[config.mk]
export PLATFORM = sky130hd
export DESIGN_NAME = apb_slave_regfile
export DESIGN_NICKNAME = d
export VERILOG_FILES = /design/src/rtl/apb_slave_regfile.sv
export SDC_FILE = /design/constraint.sdc
export NUM_CORES = 1
export LEC_CHECK = 0
export BUFFER_PORTS_ARGS = -buffer_cell sky130_fd_sc_hd__buf_4
export CAP_MARGIN = 20
export CORE_MARGIN = 2
export CORE_UTILIZATION = 56
export DETAILED_ROUTE_END_ITERATION = 6
export PLACE_DENSITY = 0.74
export SETUP_SLACK_MARGIN = 0.1
export SYNTH_ARGS = -nofsm -noshare
export SYNTH_HDL_FRONTEND = slang
export SYNTH_SLANG_ARGS = --single-unit
[constraint.sdc]
create_clock -name ACLK -period 5.45 [get_ports ACLK]
set_input_delay 1.09 -clock ACLK [delete_from_list [all_inputs] [get_ports ACLK]]
set_output_delay 1.09 -clock ACLK [all_outputs]
set_load 0.02 [all_outputs]
[src/rtl/apb_slave_regfile.sv]
// apb_slave_regfile: APB completer with a byte-strobed 32-bit register bank, programmable wait states and error response.
// Register 0 is a read-only ID; PREADY/PSLVERR/PRDATA are decoded only from registered state.
module apb_slave_regfile #(
  parameter int          NUM_REGS    = 16,
  parameter logic [31:0] BASE_ADDR   = 32'h0000_0000,
  parameter int          WAIT_CYCLES = 0,
  parameter logic [31:0] ID_VALUE    = 32'h5333_0001
) (
  input  logic        ACLK,
  input  logic        ARESETn,
  input  logic        ASW_RESET,
  input  logic        PSEL,
  input  logic        PENABLE,
  input  logic        PWRITE,
  input  logic [31:0] PADDR,
  input  logic [31:0] PWDATA,
  input  logic [3:0]  PSTRB,
  output logic [31:0] PRDATA,
  output logic        PREADY,
  output logic        PSLVERR
);
  localparam int          IW   = $clog2(NUM_REGS);
  localparam logic [31:0] SPAN = 32'(4 * NUM_REGS);
  typedef enum logic {IDLE, ACCESS} state_t;
  state_t      r_state, w_state_nxt;
  logic [3:0]  r_cnt, w_cnt_nxt;
  logic [31:0] r_addr, r_wdata;
  logic [3:0]  r_strb;
  logic        r_write;
  logic [31:0] r_regs [NUM_REGS];
  logic        w_latch, w_done, w_err;
  logic [31:0] w_off;
  logic [IW-1:0] w_idx;
  // Offset arithmetic avoids overflow when BASE_ADDR sits near the top of the address map
  assign w_off   = r_addr - BASE_ADDR;
  assign w_idx   = w_off[IW+1:2];
  assign w_err   = (r_addr < BASE_ADDR) || (w_off >= SPAN) || (r_addr[1:0] != 2'b00) ||
                   (r_write && w_idx == '0);
  assign PREADY  = (r_state == ACCESS) && (r_cnt == 4'd0);
  assign PSLVERR = PREADY && w_err;
  assign PRDATA  = (PREADY && !w_err && !r_write) ? ((w_idx == '0) ? ID_VALUE : r_regs[w_idx]) : 32'h0;
  always_comb begin
    w_state_nxt = r_state;
    w_cnt_nxt   = r_cnt;
    w_latch     = 1'b0;
    w_done      = 1'b0;
    if (r_state == IDLE) begin
      if (PSEL && !PENABLE) begin
        w_state_nxt = ACCESS;
        w_cnt_nxt   = 4'(WAIT_CYCLES);
        w_latch     = 1'b1;
      end
    end else if (!PSEL) begin
      w_state_nxt = IDLE;
      w_cnt_nxt   = 4'd0;
    end else if (PENABLE) begin
      if (r_cnt != 4'd0) w_cnt_nxt = r_cnt - 4'd1;
      else begin
        w_state_nxt = IDLE;
        w_done      = 1'b1;
      end
    end
  end
  always_ff @(posedge ACLK or negedge ARESETn) begin
    if (!ARESETn) begin
      r_state <= IDLE;
      r_cnt   <= 4'd0;
      for (int i = 0; i < NUM_REGS; i++) r_regs[i] <= '0;
    end else if (ASW_RESET) begin
      r_state <= IDLE;
      r_cnt   <= 4'd0;
      for (int i = 0; i < NUM_REGS; i++) r_regs[i] <= '0;
    end else begin
      r_state <= w_state_nxt;
      r_cnt   <= w_cnt_nxt;
      if (w_done && r_write && !w_err)
        for (int b = 0; b < 4; b++)
          if (r_strb[b]) r_regs[w_idx][8*b +: 8] <= r_wdata[8*b +: 8];
    end
  end
  // Setup-phase capture only; later changes on the bus are ignored until the next setup
  always_ff @(posedge ACLK) begin
    if (w_latch) begin
      r_addr  <= PADDR;
      r_wdata <= PWDATA;
      r_strb  <= PSTRB;
      r_write <= PWRITE;
    end
  end
endmodule

==> qor.yml, run 1 <==
status:
  status: "finished clean"
timing:
  final_max_slew_viol_count: 0
  fin_crit_ps: 4550
  finalHoldViolCount: 0
  setup_violations: 0
  slew-limit-headroom_pct: 20.1
  clock-skew-final_ps: 26.1
  setup_tns_ps: 0
  rsz0062_at_grt: "false"
  fmax_ghz: 0.220
  final.period_utilization_pct: 83.5
  worst_pin_slew_ps: 1200
  layout_setup_ws_ps: 901
yosys:
  yosysTopAreaCellShare_pct: 48.6
  synthesis.area_sq_mm: 0.0262
  synthTopCellsByCount: "508 x dfrtp_1, 465 x a22o_1, 119 x mux4_2"
  syn_nets: 1778
  yosys-top-cells-area: "dfrtp_1 49%, a22o_1 16%, mux4_2 10%, edfxtp_1 7.9%, a41oi_4 6.2%"
  syn_inst: 1703
  ys_seq_area_share_pct: 56.5
  async_flop_share_pct: 88.0
  synth_seq_cells: 577
  yosysTopAreaCell: "dfrtp_1"
  synth_edf_count: 69
  ys.flop_type: "dfrtp_1"
  post-synth-top-count-cell: "dfrtp_1"
  yosys_warnings: 0
  syn-mean-instance-area_sq_um: 15.4
  ys_types: 45
power_and_ir_drop:
  power.share.switching_pct: 22.7
  leakage_nw: 12.4
  combPwrFrac_pct: 5.3
  switchingPower_mw: 2.03
  p_int_mw: 6.90
  p_clk_share_pct: 45.5
  ir_drop_mv: 0.321
  power_frac_seq_pct: 49.2
  power.density_mw_per_mm2: 305
critical_path:
  start_kind: "flip-flop"
  worstPathRequired_ps: 4360
  cp-end-kind: "output pin"
  crit_arrival_ps: 3460
  cp_max_fo: 14
  setup.worst_path.class: "flip-flop to output pin"
drt:
  first_pass_iters: 5
  wl_per_cell_um: 30.0
  drcViolationCount: 0
  num_vias: 17187
  vias_per_cell: 7.25
  drtAntennaViolNets: 0
  drtIter0Drc: 1785
  wirelength_um: 71000
layout:
  stdcell_count: 2370
  drive_gt1_share_pct: 26.5
  area_delta_synth_final_pct: 11.8
  postLayoutCellArea_sq_mm: 0.0293
  nets: 1793
floorplan:
  die_h_um: 220
  rows: 79
  die_width_um: 220
  initial_core_util_pct: 56.5
  dieArea_sq_mm: 0.0485
  boundaryPins: 108
  core_area_sq_mm: 0.0464
cts:
  clk_pin_slew_ps: 60
  ctsResizeCount: 0
  cts_root_buffer: "clkbuf_16"
  cts-htree-levels: 2
  hold_buffers: 0
  clock_latency_ps: 620
  postCtsSetupBuffers: 0
  cts.path.max_buffers: 3
  cts_tree: "built"
  cts-buffers-inserted: 57
  clock_sinks: 577
placement:
  dpl-instance-area_sq_mm: 0.0273
  dp_hpwl_um: 42300
  globalplace.congestion: 0.822
  dp_cells: 2265
  portBuffers: 107
  place_ws_ps: 1590
global_routing:
  grt_max_degree: 149
  antenna_found_initial: 0
  grt_pass1_vias: 17894
  gr-total-overflow: 0
  grt_pass1_wl_um: 111000
  track_usage_pct: 30.2
hold_path:
  hp-class: "flip-flop to flip-flop"
job:
  cap_viol_max_count: 0
==> stage by stage <==
| step | hold slack, ps | power [mW] | util, % |
|---|---|---|---|
| after floorplan | 451 | 4.72 | - |
| after global placement | 467 | 4.94 | 58.9 |
| after detailed placement | 472 | 4.95 | 58.9 |
| after CTS | 492 | 8.98 | 63.1 |
| after global routing | 503 | 9.19 | 63.1 |
| final | 493 | 8.93 | 63.2 |
==> state kept, by name, summed over array words and instances, names as in the netlist <==
register  count
r_wdata      32
r_addr       32
r_strb        4
r_write       1
r_state       1
r_cnt         4
r_regs      503
==> cell families (layout without fill, tap and decap cells) <==
logic type / after synthesis / count (layout) / synth area share, %
buf+inv: 207 / 266 / 4.02
mux: 128 / 128 / 10.6
other cells: 0 / 1 / 0
flops: 577 / 577 / 56.5
xor+xnor: 3 / 3 / 0.100
compound gates: 651 / 651 / 25.4
simple gates: 136 / 136 / 3.40
fa+ha+maj: 1 / 1 / 0.0478
==> cells in the final DEF, fill, tap and decap left out, types with 9 or more instances in the layout <==
cell       Yosys  final
nor2_1        26     16
clkbuf_1      97     10
o2bb2ai_2     10     10
clkbuf_16      0     59
mux2i_1        9      9
clkinv_2       0     10
mux4_2       119    119
dfrtp_1      508    508
nand2_1       14     14
and4_1        31     31
buf_4         13    149
a22oi_1       64     64
edfxtp_1      69     69
nor2b_1       27     25
nor2_4         1     10
clkbuf_8       0     17
a41oi_4       59     59
a22o_1       465    465
a21oi_1       42     42
==> layout make-up <==
cell class              instances  area (sq um)
diodes                          1          2.50
clock buffers                  86          1750
clock inverters                17           191
fillers                      3240         17100
inverters                       5          18.8
multi-input cells             919         10500
flip-flops and latches        577         14800
well taps                     607           759
repair buffers                158          1280
==> layer usage <==
layer	part of all wire, %	up-vias	global-route usage [%]
met2	46	1040	45.8
li1	-	6934	-
met1	41	9043	43.0
met4	3.5	0	11.9
met3	9.2	170	6.71
met5	0	-	0
==> power by group through the flow <==
stage               Sequential [mW]  Clock, mW  Combinational [mW]
CTS                            4.39       4.11               0.474
floorplan                      4.47          0               0.246
finish                         4.39       4.06               0.474
global placement               4.47          0               0.466
global route                   4.39       4.29               0.507
detailed placement             4.47          0               0.472
==> path summary, 6_finish.rpt <==
check | startpoint | end | slack [ps] | cells past startpoint
max in group asynchronous | ARESETn | r_regs[179] | 3570 | 2
min in group asynchronous | ARESETn | r_regs[325] | 530 | 1
max | r_addr[5] | PRDATA[9] | 900 | 7
min reg2reg | r_regs[211] | r_regs[211] | 490 | 1
min | r_regs[211] | r_regs[211] | 490 | 1
max reg2reg | r_addr[3] | r_regs[259] | 1820 | 6
==> worst max-delay path, stage by stage, from the launching register on <==
cell	delay [ps]
edfxtp_1	710
nor2_4	140
and3_1	240
nor2_1	140
nand3_1	690
buf_4	510
a21oi_1	200
buf_4	180
No activity file was read; power rests on OpenSTA's default activity.
==> inputs of run 2 (changes only) <==
--- a/config.mk
+++ b/config.mk
@@ -5,12 +5,13 @@
 export SDC_FILE = /design/constraint.sdc
 export NUM_CORES = 1
 export LEC_CHECK = 0
+export ABC_AREA = 1
 export BUFFER_PORTS_ARGS = -buffer_cell sky130_fd_sc_hd__buf_4
 export CAP_MARGIN = 20
 export CORE_MARGIN = 2
-export CORE_UTILIZATION = 56
+export CORE_UTILIZATION = 62
 export DETAILED_ROUTE_END_ITERATION = 6
-export PLACE_DENSITY = 0.74
+export PLACE_DENSITY = 0.78
 export SETUP_SLACK_MARGIN = 0.1
 export SYNTH_ARGS = -nofsm -noshare
 export SYNTH_HDL_FRONTEND = slang
==> constraint.sdc (replaced) <==
create_clock -name ACLK -period 4.4 [get_ports ACLK]
set_input_delay 0.88 -clock ACLK [delete_from_list [all_inputs] [get_ports ACLK]]
set_output_delay 0.88 -clock ACLK [all_outputs]
set_load 0.02 [all_outputs]
==> run 2 against run 1 <==
- the flow now finishes with violations (DRC)
- clock-buffer cell count shrank 6
- combinational power grew 69%
- via count grew 54%
- worst hold slack lost 170 ps
- cell area grew 8.7%
- wire length grew 22%
==> qor.yml, run 2 <==
power_and_ir_drop:
  p_clk_share_pct: 44.6  # -0.9 points
  power.share.switching_pct: 24.9  # +2.2 points
  p_int_mw: 8.57  # +24%
  switchingPower_mw: 2.84  # +40%
  combPwrFrac_pct: 7.0  # +1.7 points
  leakage_nw: 16.2  # +30%
  power_frac_seq_pct: 48.4  # -0.8 points
  power.density_mw_per_mm2: 358  # +17%
  ir_drop_mv: 0.354  # +10%
global_routing:
  track_usage_pct: 36.9  # +6.7 points
  gr-total-overflow: 0  # unchanged
  antenna_found_initial: 0  # unchanged
  grt_pass1_wl_um: 137000  # +24%
  grt_pass1_vias: 24996  # +40%
  grt_max_degree: 131  # -12%
placement:
  dp_hpwl_um: 54700  # +29%
  place_ws_ps: 1120  # -473 ps
  globalplace.congestion: 0.941  # +15%
  portBuffers: 107  # unchanged
  dpl-instance-area_sq_mm: 0.0299  # +9.4%
yosys:
  yosysTopAreaCellShare_pct: 45.0  # -3.5 points
  ys.flop_type: "dfrtp_1"
  yosys-top-cells-area: "dfrtp_1 45%, nand2_1 18%, nand3_1 8.7%, nor2_1 7.9%, edfxtp_1 7.3%"
  synth_edf_count: 69  # unchanged
  syn_nets: 3746  # +110%
  async_flop_share_pct: 88.1  # about the same
  synth_seq_cells: 579  # +0.35%
  ys_types: 25  # -44%
  synthTopCellsByCount: "1390 x nand2_1, 600 x nor2_1, 510 x dfrtp_1"
  syn_inst: 3671  # +120%
  synthesis.area_sq_mm: 0.0283  # +8.2%
  yosysTopAreaCell: "dfrtp_1"
  syn-mean-instance-area_sq_um: 7.72  # -50%
  ys_seq_area_share_pct: 52.3  # -4.1 points
  post-synth-top-count-cell: "nand2_1"
  yosys_warnings: 0  # unchanged
cts:
  postCtsSetupBuffers: 0  # unchanged
  cts_root_buffer: "clkbuf_16"
  clk_pin_slew_ps: 60  # about the same
  ctsResizeCount: 0  # unchanged
  cts-htree-levels: 2  # unchanged
  clock_sinks: 579  # +0.35%
  cts.path.max_buffers: 3  # unchanged
  cts_tree: "built"
  hold_buffers: 0  # unchanged
  clock_latency_ps: 620  # about the same
  cts-buffers-inserted: 59  # +3.5%
status:
  status: "finished, violations left"
  violations: "DRC"
floorplan:
  initial_core_util_pct: 62.6  # +6.1 points
  die_width_um: 218  # -1.1%
  die_h_um: 218  # -1.1%
  core_area_sq_mm: 0.0453  # -2.3%
  boundaryPins: 108  # unchanged
  dieArea_sq_mm: 0.0474  # -2.2%
  rows: 78  # -1.3%
critical_path:
  r2r_slack_ps: 1010  # -810 ps
  setup.worst_path.class: "flip-flop to output pin"
  cp-end-kind: "output pin"
  crit_arrival_ps: 3010  # -450 ps
  ff2ff_path_depth: 8  # +2
  worst_path_most_repeated_cell: "nand2_1"
  worstPathCellList: "nor2_4, buf_4, a22oi_1, nand2_1, nand2_1, nand2_1, nor2_1, nor2_1, buf_4"
  start_kind: "flip-flop"
  slowest_stage: "buf_4"
  cp_max_fo: 63  # +49
  worstPathRequired_ps: 3520  # -840 ps
  slowest_delay_ps: 620  # -90 ps
timing:
  final_max_slew_viol_count: 0  # unchanged
  worst_pin_slew_ps: 1120  # -79.1 ps
  finalHoldViolCount: 0  # unchanged
  setup_tns_ps: 0  # unchanged
  fmax_ghz: 0.257
  setup_violations: 0  # unchanged
  fin_crit_ps: 3890
  final.period_utilization_pct: 88.4
  slew-limit-headroom_pct: 25.4  # +5.3 points
  clock-skew-final_ps: 13.2  # -12.9 ps
  layout_setup_ws_ps: 510  # -391 ps
  rsz0062_at_grt: "false"
drt:
  vias_per_cell: 6.10  # -16%
  num_vias: 26528  # +54%
  first_pass_iters: 7  # +2
  drtAntennaViolNets: 0  # unchanged
  drcViolationCount: 1  # +1
  drtIter0Drc: 3630  # +100%
  wl_per_cell_um: 19.9  # -33%
  wirelength_um: 86600  # +22%
layout:
  largest_reg_flops: 505  # +0.40%
  area_delta_synth_final_pct: 12.3
  top_register: "r_regs"
  layout_common_cells: "1390 x nand2_1, 597 x nor2_1, 510 x dfrtp_1"
  final_common_cell: "nand2_1"
  utilization_pct: 70.3  # +7.1 points
  nets: 3777  # +110%
  n_antenna_cell: 0  # -1
  nFillCells: 3655  # +13%
  drive_gt1_share_pct: 9.34  # -17 points
  reg_top3: "r_regs x505, r_addr x32, r_wdata x32"
  postLayoutCellArea_sq_mm: 0.0318  # +8.7%
job:
  cap_viol_max_count: 0  # unchanged
hold_path:
  hp-class: "input pin to async pin"
run 2: cell count changes in the layout (fill, tap and decap cells not counted), sizes merged, moves of 27 or more:
cell   delta
nand2  +1382
a21oi    -37
buf      +32
nand3   +487
and4     -31
a22o    -465
nor2    +578
o21ai    +70
inv      +43
a41oi    -60
mux4    -119
nor2b    -27
a22oi   +172
run 2: per-stage QoR:
stage / power [mW] / hold WS [ps] / instances
2_1_floorplan: 6.02 / 437 / 3671
3_3_place_gp: 6.38 / 454 / 4241
3_5_place_dp: 6.40 / 453 / 4241
4_1_cts: 11.4 / 409 / 4349
5_1_grt: 11.7 / 421 / 4349
6_report: 11.4 / 320 / 4349
run 2: layout make-up:
| cell class | instances | area [sq um] | area share, % |
|---|---|---|---|
| Inverter | 49 | 186 | 0.586 |
| Multi-Input combinational cell | 2823 | 12500 | 39.2 |
| Clock buffer | 80 | 1700 | 5.33 |
| Tap cell | 600 | 751 | 2.36 |
| Clock inverter | 28 | 245 | 0.771 |
| Sequential cell | 579 | 14800 | 46.6 |
| Timing Repair Buffer | 190 | 1620 | 5.10 |
run 2: cells by family after synthesis:
family,share of synthesized area (%)
simple gates,35.5
compound gates,8.29
fa+ha+maj,0.0441
flops,52.3
buf+inv,3.78
run 2: layer usage:
| layer | GRT usage [%] | up-vias | part of all wire (%) |
|---|---|---|---|
| li1 | - | 12102 | - |
| met1 | 50.7 | 12679 | 39 |
| met2 | 56.3 | 1509 | 45 |
| met3 | 8.56 | 238 | 11 |
| met4 | 16.5 | 0 | 4.3 |
| met5 | 0 | - | 0 |
run 2: final timing paths:
path / end / startpoint
max reg2reg: r_regs[382] / r_addr[4]
min: r_regs[176] / ARESETn
min reg2reg: r_regs[476] / r_regs[476]
max in group asynchronous: r_regs[303] / ARESETn
max: PRDATA[0] / r_addr[3]
min in group ACLK: r_addr[5] / PADDR[5]
run 2: critical path: cells and delay by family, from the launching register on:
kind / cells / cell delay [ps]
buffers and inverters: 2 / 810
AOI/OAI and AO/OA: 1 / 300
and+or+nand+nor: 6 / 740
DFF: 1 / 490
run 2: power by group through the flow:
stage	registers [mW]	logic, mW	clock network, mW
2_1_floorplan	5.60	0.416	0
3_3_place_gp	5.62	0.768	0
3_5_place_dp	5.62	0.784	0
4_1_cts	5.52	0.786	5.11
5_1_grt	5.52	0.864	5.34
6_report	5.52	0.802	5.08
